File: config.mk
export PLATFORM = sky130hd
export DESIGN_NAME = axi_lite_slave_regfile_flat
export DESIGN_NICKNAME = d
export VERILOG_FILES = /design/src/rtl/axi_lite_slave_regfile_if.sv /design/src/rtl/axi_lite_slave_regfile.sv /design/src/flat_wrapper.sv
export SDC_FILE = /design/constraint.sdc
export NUM_CORES = 1
export LEC_CHECK = 0
export CAP_MARGIN = 20
export CELL_PAD_IN_SITES_DETAIL_PLACEMENT = 0
export CELL_PAD_IN_SITES_GLOBAL_PLACEMENT = 1
export CORE_AREA = 5 5 348 213
export DETAILED_ROUTE_END_ITERATION = 10
export DIE_AREA = 0 0 353 218
export GPL_TIMING_DRIVEN = 1
export HOLD_SLACK_MARGIN = 0.12
export MAX_ROUTING_LAYER = met4
export PLACE_DENSITY_LB_ADDON = 0.1
export SLEW_MARGIN = 20
export SYNTH_ARGS = -nofsm -noshare
export SYNTH_HDL_FRONTEND = slang
export SYNTH_SLANG_ARGS = --single-unit
File: constraint.sdc
create_clock -name ACLK -period 3.65 [get_ports ACLK]
set_input_delay 0.9125 -clock ACLK [delete_from_list [all_inputs] [get_ports ACLK]]
set_output_delay 0.9125 -clock ACLK [all_outputs]
set_load 0.01 [all_outputs]
File: src/rtl/axi_lite_slave_regfile_if.sv
`default_nettype none
// ============================================================================
//  Module   : axi_lite_slave_regfile_if
//  Brief    : AXI4-Lite bus bundle with master and slave modports.
//  Revision : 1.0
// ============================================================================
interface axi_lite_slave_regfile_if #(
   parameter int DATA_WIDTH    = 32,
   parameter int ADDRESS_WIDTH = 32
);
   logic [ADDRESS_WIDTH-1:0]  AWADDR;
   logic [2:0]                AWPROT;
   logic                      AWVALID;
   logic                      AWREADY;
   logic [DATA_WIDTH-1:0]     WDATA;
   logic [DATA_WIDTH/8-1:0]   WSTRB;
   logic                      WVALID;
   logic                      WREADY;
   logic [1:0]                BRESP;
   logic                      BVALID;
   logic                      BREADY;
   logic [ADDRESS_WIDTH-1:0]  ARADDR;
   logic [2:0]                ARPROT;
   logic                      ARVALID;
   logic                      ARREADY;
   logic [DATA_WIDTH-1:0]     RDATA;
   logic [1:0]                RRESP;
   logic                      RVALID;
   logic                      RREADY;

   modport master (
      output AWADDR, AWPROT, AWVALID, WDATA, WSTRB, WVALID, BREADY,
             ARADDR, ARPROT, ARVALID, RREADY,
      input  AWREADY, WREADY, BRESP, BVALID, ARREADY, RDATA, RRESP, RVALID
   );

   modport slave (
      input  AWADDR, AWPROT, AWVALID, WDATA, WSTRB, WVALID, BREADY,
             ARADDR, ARPROT, ARVALID, RREADY,
      output AWREADY, WREADY, BRESP, BVALID, ARREADY, RDATA, RRESP, RVALID
   );
endinterface
`default_nettype wire

File: src/rtl/axi_lite_slave_regfile.sv
`default_nettype none
// ============================================================================
//  Module   : axi_lite_slave_regfile
//  Brief    : AXI4-Lite slave with NUM_REGS byte-strobed registers exported
//             flat; optional decode errors via AXIL_SLV_DECODE_ERR_EN.
//  Revision : 1.0
// ============================================================================
module axi_lite_slave_regfile #(
   parameter int DATA_WIDTH    = 32,
   parameter int ADDRESS_WIDTH = 32,
   parameter int NUM_REGS      = 16
) (
   input  wire logic                         ACLK,
   input  wire logic                         ARESETn,
   axi_lite_slave_regfile_if.slave           s_axi,
   output logic [NUM_REGS*DATA_WIDTH-1:0]    reg_q,
   output logic [NUM_REGS-1:0]               reg_wr
);
   localparam int         c_STRB_W = DATA_WIDTH / 8;
   localparam int         c_OFFS   = $clog2(c_STRB_W);
   localparam logic [1:0] c_OKAY   = 2'b00;
   localparam logic [1:0] c_SLVERR = 2'b10;

   logic                      r_alive;
   logic                      r_aw_held;
   logic                      r_w_held;
   logic                      r_bvalid;
   logic                      r_rvalid;
   logic [ADDRESS_WIDTH-1:0]  r_awaddr;
   logic [DATA_WIDTH-1:0]     r_wdata;
   logic [c_STRB_W-1:0]       r_wstrb;
   logic [1:0]                r_bresp;
   logic [1:0]                r_rresp;
   logic [DATA_WIDTH-1:0]     r_rdata;

   logic                      w_awready;
   logic                      w_wready;
   logic                      w_arready;
   logic                      w_aw_hs;
   logic                      w_w_hs;
   logic                      w_ar_hs;
   logic                      w_b_hs;
   logic                      w_r_hs;
   logic                      w_commit;
   logic [ADDRESS_WIDTH-1:0]  w_aw_idx;
   logic [ADDRESS_WIDTH-1:0]  w_ar_idx;
   logic                      w_aw_in_range;
   logic                      w_ar_in_range;
   logic [1:0]                w_bresp;
   logic [1:0]                w_rresp;
   logic [DATA_WIDTH-1:0]     w_rd_data;
   logic                      w_unused;

   // r_alive keeps every ready low while reset is held, without using ARESETn combinationally
   assign w_awready = r_alive & ~r_aw_held & ~r_bvalid;
   assign w_wready  = r_alive & ~r_w_held  & ~r_bvalid;
   assign w_arready = r_alive & ~r_rvalid;

   assign w_aw_hs  = s_axi.AWVALID & w_awready;
   assign w_w_hs   = s_axi.WVALID  & w_wready;
   assign w_ar_hs  = s_axi.ARVALID & w_arready;
   assign w_b_hs   = r_bvalid & s_axi.BREADY;
   assign w_r_hs   = r_rvalid & s_axi.RREADY;
   assign w_commit = r_aw_held & r_w_held;

   assign w_aw_idx      = r_awaddr >> c_OFFS;
   assign w_ar_idx      = s_axi.ARADDR >> c_OFFS;
   assign w_aw_in_range = w_aw_idx < ADDRESS_WIDTH'(NUM_REGS);
   assign w_ar_in_range = w_ar_idx < ADDRESS_WIDTH'(NUM_REGS);

`ifdef AXIL_SLV_DECODE_ERR_EN
   assign w_bresp = w_aw_in_range ? c_OKAY : c_SLVERR;
   assign w_rresp = w_ar_in_range ? c_OKAY : c_SLVERR;
`else
   assign w_bresp = c_OKAY;
   assign w_rresp = c_OKAY;
`endif

   assign w_unused = ^{s_axi.AWPROT, s_axi.ARPROT, r_awaddr[c_OFFS-1:0], s_axi.ARADDR[c_OFFS-1:0], c_SLVERR};

   always_ff @(posedge ACLK or negedge ARESETn) begin
      if (!ARESETn) begin
         r_alive   <= 1'b0;
         r_aw_held <= 1'b0;
         r_w_held  <= 1'b0;
         r_bvalid  <= 1'b0;
         r_bresp   <= 2'b00;
         r_awaddr  <= '0;
         r_wdata   <= '0;
         r_wstrb   <= '0;
      end else begin
         r_alive <= 1'b1;
         if (w_aw_hs) begin
            r_awaddr  <= s_axi.AWADDR;
            r_aw_held <= 1'b1;
         end
         if (w_w_hs) begin
            r_wdata  <= s_axi.WDATA;
            r_wstrb  <= s_axi.WSTRB;
            r_w_held <= 1'b1;
         end
         if (w_commit) begin
            r_aw_held <= 1'b0;
            r_w_held  <= 1'b0;
            r_bvalid  <= 1'b1;
            r_bresp   <= w_bresp;
         end else if (w_b_hs) begin
            r_bvalid <= 1'b0;
         end
      end
   end

   // Read data is captured from reg_q at the AR edge, so a same-edge commit is not seen
   always_comb begin
      w_rd_data = '0;
      for (int i = 0; i < NUM_REGS; i++) begin
         if (w_ar_in_range && (w_ar_idx == ADDRESS_WIDTH'(i))) begin
            w_rd_data = reg_q[i*DATA_WIDTH +: DATA_WIDTH];
         end
      end
   end

   always_ff @(posedge ACLK or negedge ARESETn) begin
      if (!ARESETn) begin
         r_rvalid <= 1'b0;
         r_rdata  <= '0;
         r_rresp  <= 2'b00;
      end else if (w_ar_hs) begin
         r_rvalid <= 1'b1;
         r_rdata  <= w_rd_data;
         r_rresp  <= w_rresp;
      end else if (w_r_hs) begin
         r_rvalid <= 1'b0;
      end
   end

   for (genvar i = 0; i < NUM_REGS; i++) begin : g_reg
      logic                  w_hit;
      logic [DATA_WIDTH-1:0] r_q;
      logic                  r_wr;

      assign w_hit = w_commit & w_aw_in_range & (w_aw_idx == ADDRESS_WIDTH'(i));

      always_ff @(posedge ACLK or negedge ARESETn) begin
         if (!ARESETn) begin
            r_q  <= '0;
            r_wr <= 1'b0;
         end else begin
            r_wr <= w_hit;
            for (int b = 0; b < c_STRB_W; b++) begin
               if (w_hit && r_wstrb[b]) begin
                  r_q[8*b +: 8] <= r_wdata[8*b +: 8];
               end
            end
         end
      end

      assign reg_q[i*DATA_WIDTH +: DATA_WIDTH] = r_q;
      assign reg_wr[i]                         = r_wr;
   end

   assign s_axi.AWREADY = w_awready;
   assign s_axi.WREADY  = w_wready;
   assign s_axi.BVALID  = r_bvalid;
   assign s_axi.BRESP   = r_bresp;
   assign s_axi.ARREADY = w_arready;
   assign s_axi.RVALID  = r_rvalid;
   assign s_axi.RDATA   = r_rdata;
   assign s_axi.RRESP   = r_rresp;

endmodule
`default_nettype wire

File: src/flat_wrapper.sv
// flat-port wrapper written by rule: the top's interface ports become plain ports
module axi_lite_slave_regfile_flat 
#(
   parameter int DATA_WIDTH    = 32,
   parameter int ADDRESS_WIDTH = 32,
   parameter int NUM_REGS      = 16
)
  (ACLK, ARESETn, reg_q, reg_wr, s_axi_AWADDR, s_axi_AWPROT, s_axi_AWVALID, s_axi_WDATA, s_axi_WSTRB, s_axi_WVALID, s_axi_BREADY, s_axi_ARADDR, s_axi_ARPROT, s_axi_ARVALID, s_axi_RREADY, s_axi_AWREADY, s_axi_WREADY, s_axi_BRESP, s_axi_BVALID, s_axi_ARREADY, s_axi_RDATA, s_axi_RRESP, s_axi_RVALID);
  axi_lite_slave_regfile_if #(.DATA_WIDTH(DATA_WIDTH), .ADDRESS_WIDTH(ADDRESS_WIDTH)) s_axi_i ();
  input  wire logic ACLK;
  input  wire logic ARESETn;
  output logic [NUM_REGS*DATA_WIDTH-1:0] reg_q;
  output logic [NUM_REGS-1:0] reg_wr;
  input wire logic [$bits(s_axi_i.AWADDR)-1:0] s_axi_AWADDR;
  input wire logic [$bits(s_axi_i.AWPROT)-1:0] s_axi_AWPROT;
  input wire logic [$bits(s_axi_i.AWVALID)-1:0] s_axi_AWVALID;
  input wire logic [$bits(s_axi_i.WDATA)-1:0] s_axi_WDATA;
  input wire logic [$bits(s_axi_i.WSTRB)-1:0] s_axi_WSTRB;
  input wire logic [$bits(s_axi_i.WVALID)-1:0] s_axi_WVALID;
  input wire logic [$bits(s_axi_i.BREADY)-1:0] s_axi_BREADY;
  input wire logic [$bits(s_axi_i.ARADDR)-1:0] s_axi_ARADDR;
  input wire logic [$bits(s_axi_i.ARPROT)-1:0] s_axi_ARPROT;
  input wire logic [$bits(s_axi_i.ARVALID)-1:0] s_axi_ARVALID;
  input wire logic [$bits(s_axi_i.RREADY)-1:0] s_axi_RREADY;
  output wire logic [$bits(s_axi_i.AWREADY)-1:0] s_axi_AWREADY;
  output wire logic [$bits(s_axi_i.WREADY)-1:0] s_axi_WREADY;
  output wire logic [$bits(s_axi_i.BRESP)-1:0] s_axi_BRESP;
  output wire logic [$bits(s_axi_i.BVALID)-1:0] s_axi_BVALID;
  output wire logic [$bits(s_axi_i.ARREADY)-1:0] s_axi_ARREADY;
  output wire logic [$bits(s_axi_i.RDATA)-1:0] s_axi_RDATA;
  output wire logic [$bits(s_axi_i.RRESP)-1:0] s_axi_RRESP;
  output wire logic [$bits(s_axi_i.RVALID)-1:0] s_axi_RVALID;
  assign s_axi_i.AWADDR = s_axi_AWADDR;
  assign s_axi_i.AWPROT = s_axi_AWPROT;
  assign s_axi_i.AWVALID = s_axi_AWVALID;
  assign s_axi_i.WDATA = s_axi_WDATA;
  assign s_axi_i.WSTRB = s_axi_WSTRB;
  assign s_axi_i.WVALID = s_axi_WVALID;
  assign s_axi_i.BREADY = s_axi_BREADY;
  assign s_axi_i.ARADDR = s_axi_ARADDR;
  assign s_axi_i.ARPROT = s_axi_ARPROT;
  assign s_axi_i.ARVALID = s_axi_ARVALID;
  assign s_axi_i.RREADY = s_axi_RREADY;
  assign s_axi_AWREADY = s_axi_i.AWREADY;
  assign s_axi_WREADY = s_axi_i.WREADY;
  assign s_axi_BRESP = s_axi_i.BRESP;
  assign s_axi_BVALID = s_axi_i.BVALID;
  assign s_axi_ARREADY = s_axi_i.ARREADY;
  assign s_axi_RDATA = s_axi_i.RDATA;
  assign s_axi_RRESP = s_axi_i.RRESP;
  assign s_axi_RVALID = s_axi_i.RVALID;
  axi_lite_slave_regfile #(.DATA_WIDTH(DATA_WIDTH), .ADDRESS_WIDTH(ADDRESS_WIDTH), .NUM_REGS(NUM_REGS)) u_core (.ACLK(ACLK), .ARESETn(ARESETn), .s_axi(s_axi_i), .reg_q(reg_q), .reg_wr(reg_wr));
endmodule
After elaboration in Yosys (flattened, before gate mapping)
Index checks and enable logic that the tools add are counted.
{"block": "op_classes", "order_cmp": 2, "eq_ne": 30, "mux": 24, "n_bitwise": 32, "reduce_logical": 86}
{"cell": "two-way mux 32 bit", "n": 16}
{"cell": "equality test 30 x 4 -> 1 bit, second input constant", "n": 16}
{"cell": "equality test 30 x 3 -> 1 bit, second input constant", "n": 8}
{"cell": "equality test 30 x 2 -> 1 bit, second input constant", "n": 4}
{"cell": "logical AND 1 bit", "n": 80}
{"cell": "logical NOT 32 bit", "n": 2}
{"cell": "equality test 30 x 1 -> 1 bit, second input constant", "n": 2}
{"cell": "less-than comparator 30 x 5 -> 1 bit, second input constant", "n": 2}
{"cell": "bitwise AND 1 bit", "n": 28}
{"cell": "two-way mux 1 bit", "n": 8}
{"cell": "nonzero test 2 bit", "n": 4}
{"cell": "inverter 1 bit", "n": 4}
{"block": "totals", "ff_bits": 633, "inputBits": 113, "out_inout_bits": 569, "wordCells": 263}

Logic depth before layout (Yosys ltp)
{"block": "depth", "ltp_word": 18, "depth_mapped": 11, "ltp_nobuf": 7}

Worst setup path before layout
OpenSTA, ideal clock, no wires.
{"block": "synth_timing", "path_kind": "input -> register", "from": "input s_axi_ARADDR[2]", "to": "register u_core.r_rdata[11] (netlist: u_core.s_axi.RDATA[11])", "setup_time_ns": 0.132, "arrival_ns": 3.126, "t_required_ns": 3.518, "slack_ns": 0.392, "path_stages": 9, "n_path_buf": 4, "path_cell_list": "buf_2 > buf_1 > buf_1 > buf_2 > mux4_2 > nand2_1 > o21ai_0 > a2111oi_0 > nor2_1"}
{"block": "synth_between", "elab_chain_cells": 18, "elab_cells_between_ends": 49, "classes_between": "1 x order compare; 15 x eq/ne; 16 x mux; 17 x reduce/logical"}
{"element": "start, declared", "line_no": "flat_wrapper.sv:21", "source": "input wire logic [$bits(s_axi_i.ARADDR)-1:0] s_axi_ARADDR;"}
{"element": "less-than comparator 30 x 5 -> 1 bit / logical NOT 32 bit (equally long branches)", "line_no": "axi_lite_slave_regfile.sv:69, axi_lite_slave_regfile.sv:117"}
{"element": "logical AND 1 bit", "line_no": "axi_lite_slave_regfile.sv:117", "source": "if (w_ar_in_range && (w_ar_idx == ADDRESS_WIDTH'(i))) begin"}
{"element": "two-way mux 32 bit (15 in a row)", "line_no": "axi_lite_slave_regfile.sv:117"}
{"element": "two-way mux 32 bit *", "line_no": "axi_lite_slave_regfile.sv:117"}
{"element": "end signal, assigned", "line_no": "axi_lite_slave_regfile.sv:130", "source": "r_rdata <= w_rd_data;"}
{"element": "end, declared", "line_no": "axi_lite_slave_regfile.sv:34", "source": "logic [DATA_WIDTH-1:0] r_rdata;"}
Every way passes the cells marked *; elsewhere a longest branch is shown, timed or not.
A chain may end at the register's enable or synchronous reset.

Worst setup path in the final report
{"block": "layout_timing", "from": "register u_core.r_awaddr[28]", "to": "register u_core.g_reg[10].r_q[6]"}
{"block": "layout_between", "elab_chain_cells": 4, "elab_cells_between_ends": 5, "classes_between": "1 x order compare; 1 x eq/ne; 2 x bitwise; 1 x reduce/logical"}
{"element": "start, declared", "line_no": "axi_lite_slave_regfile.sv:29", "source": "logic [ADDRESS_WIDTH-1:0] r_awaddr;"}
{"element": "start signal, assigned", "line_no": "axi_lite_slave_regfile.sv:94", "source": "r_awaddr <= s_axi.AWADDR;"}
{"element": "less-than comparator 30 x 5 -> 1 bit", "line_no": "axi_lite_slave_regfile.sv:68", "source": "assign w_aw_in_range = w_aw_idx < ADDRESS_WIDTH'(NUM_REGS);"}
{"element": "bitwise AND 1 bit", "line_no": "axi_lite_slave_regfile.sv:142", "source": "assign w_hit = w_commit & w_aw_in_range & (w_aw_idx == ADDRESS_WIDTH'(i));"}
{"element": "bitwise AND 1 bit *", "line_no": "axi_lite_slave_regfile.sv:142"}
{"element": "via u_core.g_reg[10].w_hit", "line_no": "axi_lite_slave_regfile.sv:138", "source": "logic w_hit;"}
{"element": "logical AND 1 bit *", "line_no": "axi_lite_slave_regfile.sv:151", "source": "if (w_hit && r_wstrb[b]) begin"}
{"element": "end signal, assigned by index", "line_no": "axi_lite_slave_regfile.sv:152", "source": "r_q[8*b +: 8] <= r_wdata[8*b +: 8];"}
{"element": "end, declared", "line_no": "axi_lite_slave_regfile.sv:139", "source": "logic [DATA_WIDTH-1:0] r_q;"}
Mark *: on every way through the listed nets, which the timed path passes. The rest lies on a longest branch.

==> run_results.csv <==
group,metric,value,unit
outcome,status,"finished, final reports clean",
setup_path,crit_fanout,8,
setup_path,cp-start-kind,"flip-flop",
pwr,pwr-share-seq,51.2,%
cts,clkTransAtPathRegs,0.07,ns
cts,cts_buffer_depth,3,
global_routing,antenna_found_initial,2,
placement,place_congestion,0.8862,
detailed_routing,drc,0,
setup_path,timing.rr.end,"u_core.g_reg[10].r_q[6]",
floorplanning,rows,76,
setup_path,cp.required,4.18,ns
setup_path,critPathCapture,"u_core.g_reg[10].r_q[6]",
floorplanning,die_area,0.07695,mm^2
pwr,power.internal,12.31,mW
global_routing,grt_usage,31.31,%
setup_path,reg2reg_slack,0.06,ns
setup_path,crit_path_end_kind,"flip-flop",
setup_path,crit_path_frequent_cell,"or4_1",
pwr,power.leakage,17.87,nW
setup_path,cp_cell_sequence,"or4_1 -> or4_1 -> nor3_2 -> buf_4 -> nand3b_1 -> nor2_1 -> nand2_1 -> mux2_2",
detailed_routing,drtIter0Drc,1609,
synth,yosysMostFrequentCell,"dfrtp_1",
final_layout,fin_nets,3015,
timing,max_slew.worst_pin.slew,0.8630,ns
synth,synth_edf_count,0,
placement,port_buffers,667,
global_routing,grt_pass1_vias,23410,
cts,clockRootBuffer,"clkbuf_16",
synth,synth-main-ff-cell,"dfrtp_1",
timing,hold_viol_final,0,
floorplanning,pin_count,682,
timing,rsz0062_at_grt,"false",
synth,ys_warn_count,0,
synth,synthArstFlopShare,100.0,%
synth,yosysSeqAreaShare,56.39,%
synth,synth_common_cells,"dfrtp_1, mux2_2, nand2_1",
final_layout,layout.filler_cells,6015,
global_routing,grt_pass1_wl,171.2,mm
detailed_routing,vias,22440,
pwr,p_sw,5.040,mW
timing,skew,0.02689,ns
setup_path,critPathKind,"reg -> reg",
final_layout,fin_util,55.23,%
synth,synth.area.top_cells,"dfrtp_1, mux2_2, mux4_2",
min_path,hold_class,"in -> async",
detailed_routing,drt.antenna.violating_nets,0,
pwr,p_clk_share,40.7,%
cts,hold_buffers,0,
timing,max_slew_margin,42.47,%
floorplanning,die_x,353,um
synth,synth_cell_type_count,66,
pwr,peakVddDrop,0.3643,mV
final_layout,stdcell_area,0.03913,mm^2
global_routing,grt_overflow,0,
synth,synth_cells,2154,
detailed_routing,wire_per_inst,31.03,um
timing,fmax,278.4,MHz
cts,cts_max_level,2,
setup_path,cp-startpoint,"u_core.r_awaddr[28]",
global_routing,grt_max_degree,84,
setup_path,r2r_start,"u_core.r_awaddr[28]",
setup_path,path_buf_inv,1,
setup_path,cp.arrival,4.12,ns
placement,place_hpwl,92.37,mm
pwr,switching_share,29.05,%
cts,cts_buffers,61,
detailed_routing,drtPass1Iterations,5,
pwr,p_comb_share,8.1,%
setup_path,critPathTopFamily,"simple AND/OR/NAND/NOR gates",
timing,post-route-min-period,3.592,ns
floorplanning,start_util,39.52,%
timing,setup_viol,0,
synth,syn_area_per_cell,13.00,um^2
setup_path,r2r_cells,8,
setup_path,cpMaxStageDelayCell,"or4_1",
final_layout,synthToLayoutAreaGrowth,39.74,%
cts,clkLatencyLatePin,0.66,ns
synth,syn-cell-area,0.02800,mm^2
synth,yosys.area.top_type,"dfrtp_1",
detailed_routing,via_per_inst,5.761,
timing,finalMaxSlewViolations,0,
floorplanning,core_area,0.07084,mm^2
cts,clkSinkCount,631,
pwr,power.density,443.5,mW/mm^2
floorplanning,die_y,218,um
detailed_routing,wirelength,120.8,mm
cts,cts_tree,"built",
setup_path,cp.depth,8,
synth,yosysTopAreaCellShare,56.39,%
setup_path,crit_path_max_incr_delay,0.59,ns
flow_run,maxCapViolations,0,
placement,placed_area,0.03689,mm^2
timing,min_period_over_period,98.40,%
final_layout,drive_above_1_share,31.22,%
synth,ys_seq_elements,631,
## worst min-delay path by stage
stage | from | endpoint | slack, ns
after floorplan | u_core.r_w_held | u_core.r_aw_held | 0.47
after global placement | u_core.s_axi.RDATA[31] | u_core.s_axi.RDATA[31] | 0.47
after detailed placement | u_core.s_axi.RDATA[31] | u_core.s_axi.RDATA[31] | 0.48
after CTS | ARESETn | u_core.g_reg[14].r_q[27] | 0.29
after global routing | ARESETn | u_core.g_reg[14].r_q[27] | 0.29
final | ARESETn | u_core.g_reg[14].r_q[27] | 0.24
## logic make-up (layout without fill, tap and decap cells)
family | count (synthesis) | after routing | synth area share (%)
AO/OA/AOI/OAI | 315 | 315 | 8.075
multiplexers | 621 | 621 | 25.84
other | 2 | 10 | 0.02682
flip-flops | 631 | 631 | 56.39
buffers and inverters | 161 | 957 | 2.458
AND/OR/NAND/NOR | 424 | 424 | 7.208
## routing by layer
layer	wire length (um)	global-route usage (%)	vias to the layer above
li1	-	-	9470
met1	51980	41.17	11910
met2	57070	49.77	864
met3	7673	5.810	195
met4	4085	9.871	0
met5	0	-	-
## cell usage in the layout (no fill, tap or decap), types with 17 or more instances in the layout
cell             count
clkbuf_16           63
buf_12              28
buf_4              142
o221ai_1            18
o21ai_0             71
and3_1              18
nand3_1             24
nor3_1              17
o22ai_1             26
a222oi_1            21
a21oi_1             36
nor2_1             125
mux2_2             576
dfrtp_1            631
nand2_1            124
clkdlybuf4s50_1    663
nand2_2             22
mux4_2              23
a22oi_1             29
## registers in the layout (all words and copies together) (netlist names)
name and flops:
u_core.g.r_q 512, u_core.s_axi.RDATA 32, u_core.r_aw_held 1, u_core.r_wstrb 4
u_core.r_awaddr 30, u_core.g.r_wr 16, u_core.r_wdata 32, u_core.r_alive 1
u_core.s_axi.BVALID 1, u_core.r_w_held 1, u_core.s_axi.RVALID 1
## layout make-up
class	instances	area, um^2	area share, %
sequential	631	15790	40.36
multi-input combinational	1365	11630	29.72
timing repair buffer	835	8283	21.17
clock buffer	90	1808	4.621
tap	936	1171	2.993
clock inverter	24	405.4	1.036
inverter	8	30.03	0.07675
antenna	5	12.51	0.03198
## repair_timing
item | 4_1_cts | 5_1_grt
buffers inserted | 0 | 0
resized for setup | 0 | 4
setup endpoints to repair | 0 | 28
## metrics by stage
step	TNS (ns)	setup slack [ns]	total power, mW	cells	hold WS, ns
2_1_floorplan	0	0.3918	9.135	2157	0.4706
3_3_place_gp	-7.399	-0.4026	10.29	3775	0.4685
3_5_place_dp	-7.638	-0.4201	10.40	3775	0.4773
4_1_cts	0	0.05500	17.46	3889	0.2882
5_1_grt	0	0.006244	17.92	3890	0.2939
6_report	0	0.05831	17.35	3894	0.2448
## power by group through the flow
stage          Sequential [mW]  Combinational (mW)  Clock (mW)
2_1_floorplan             7.86                1.27           0
3_3_place_gp              8.93                1.36           0
3_5_place_dp              8.99                1.41           0
4_1_cts                   8.86                1.41        7.19
5_1_grt                   8.94                1.51        7.46
6_report                  8.88                1.41        7.07
Note: power is estimated with default switching activity, not from simulation.
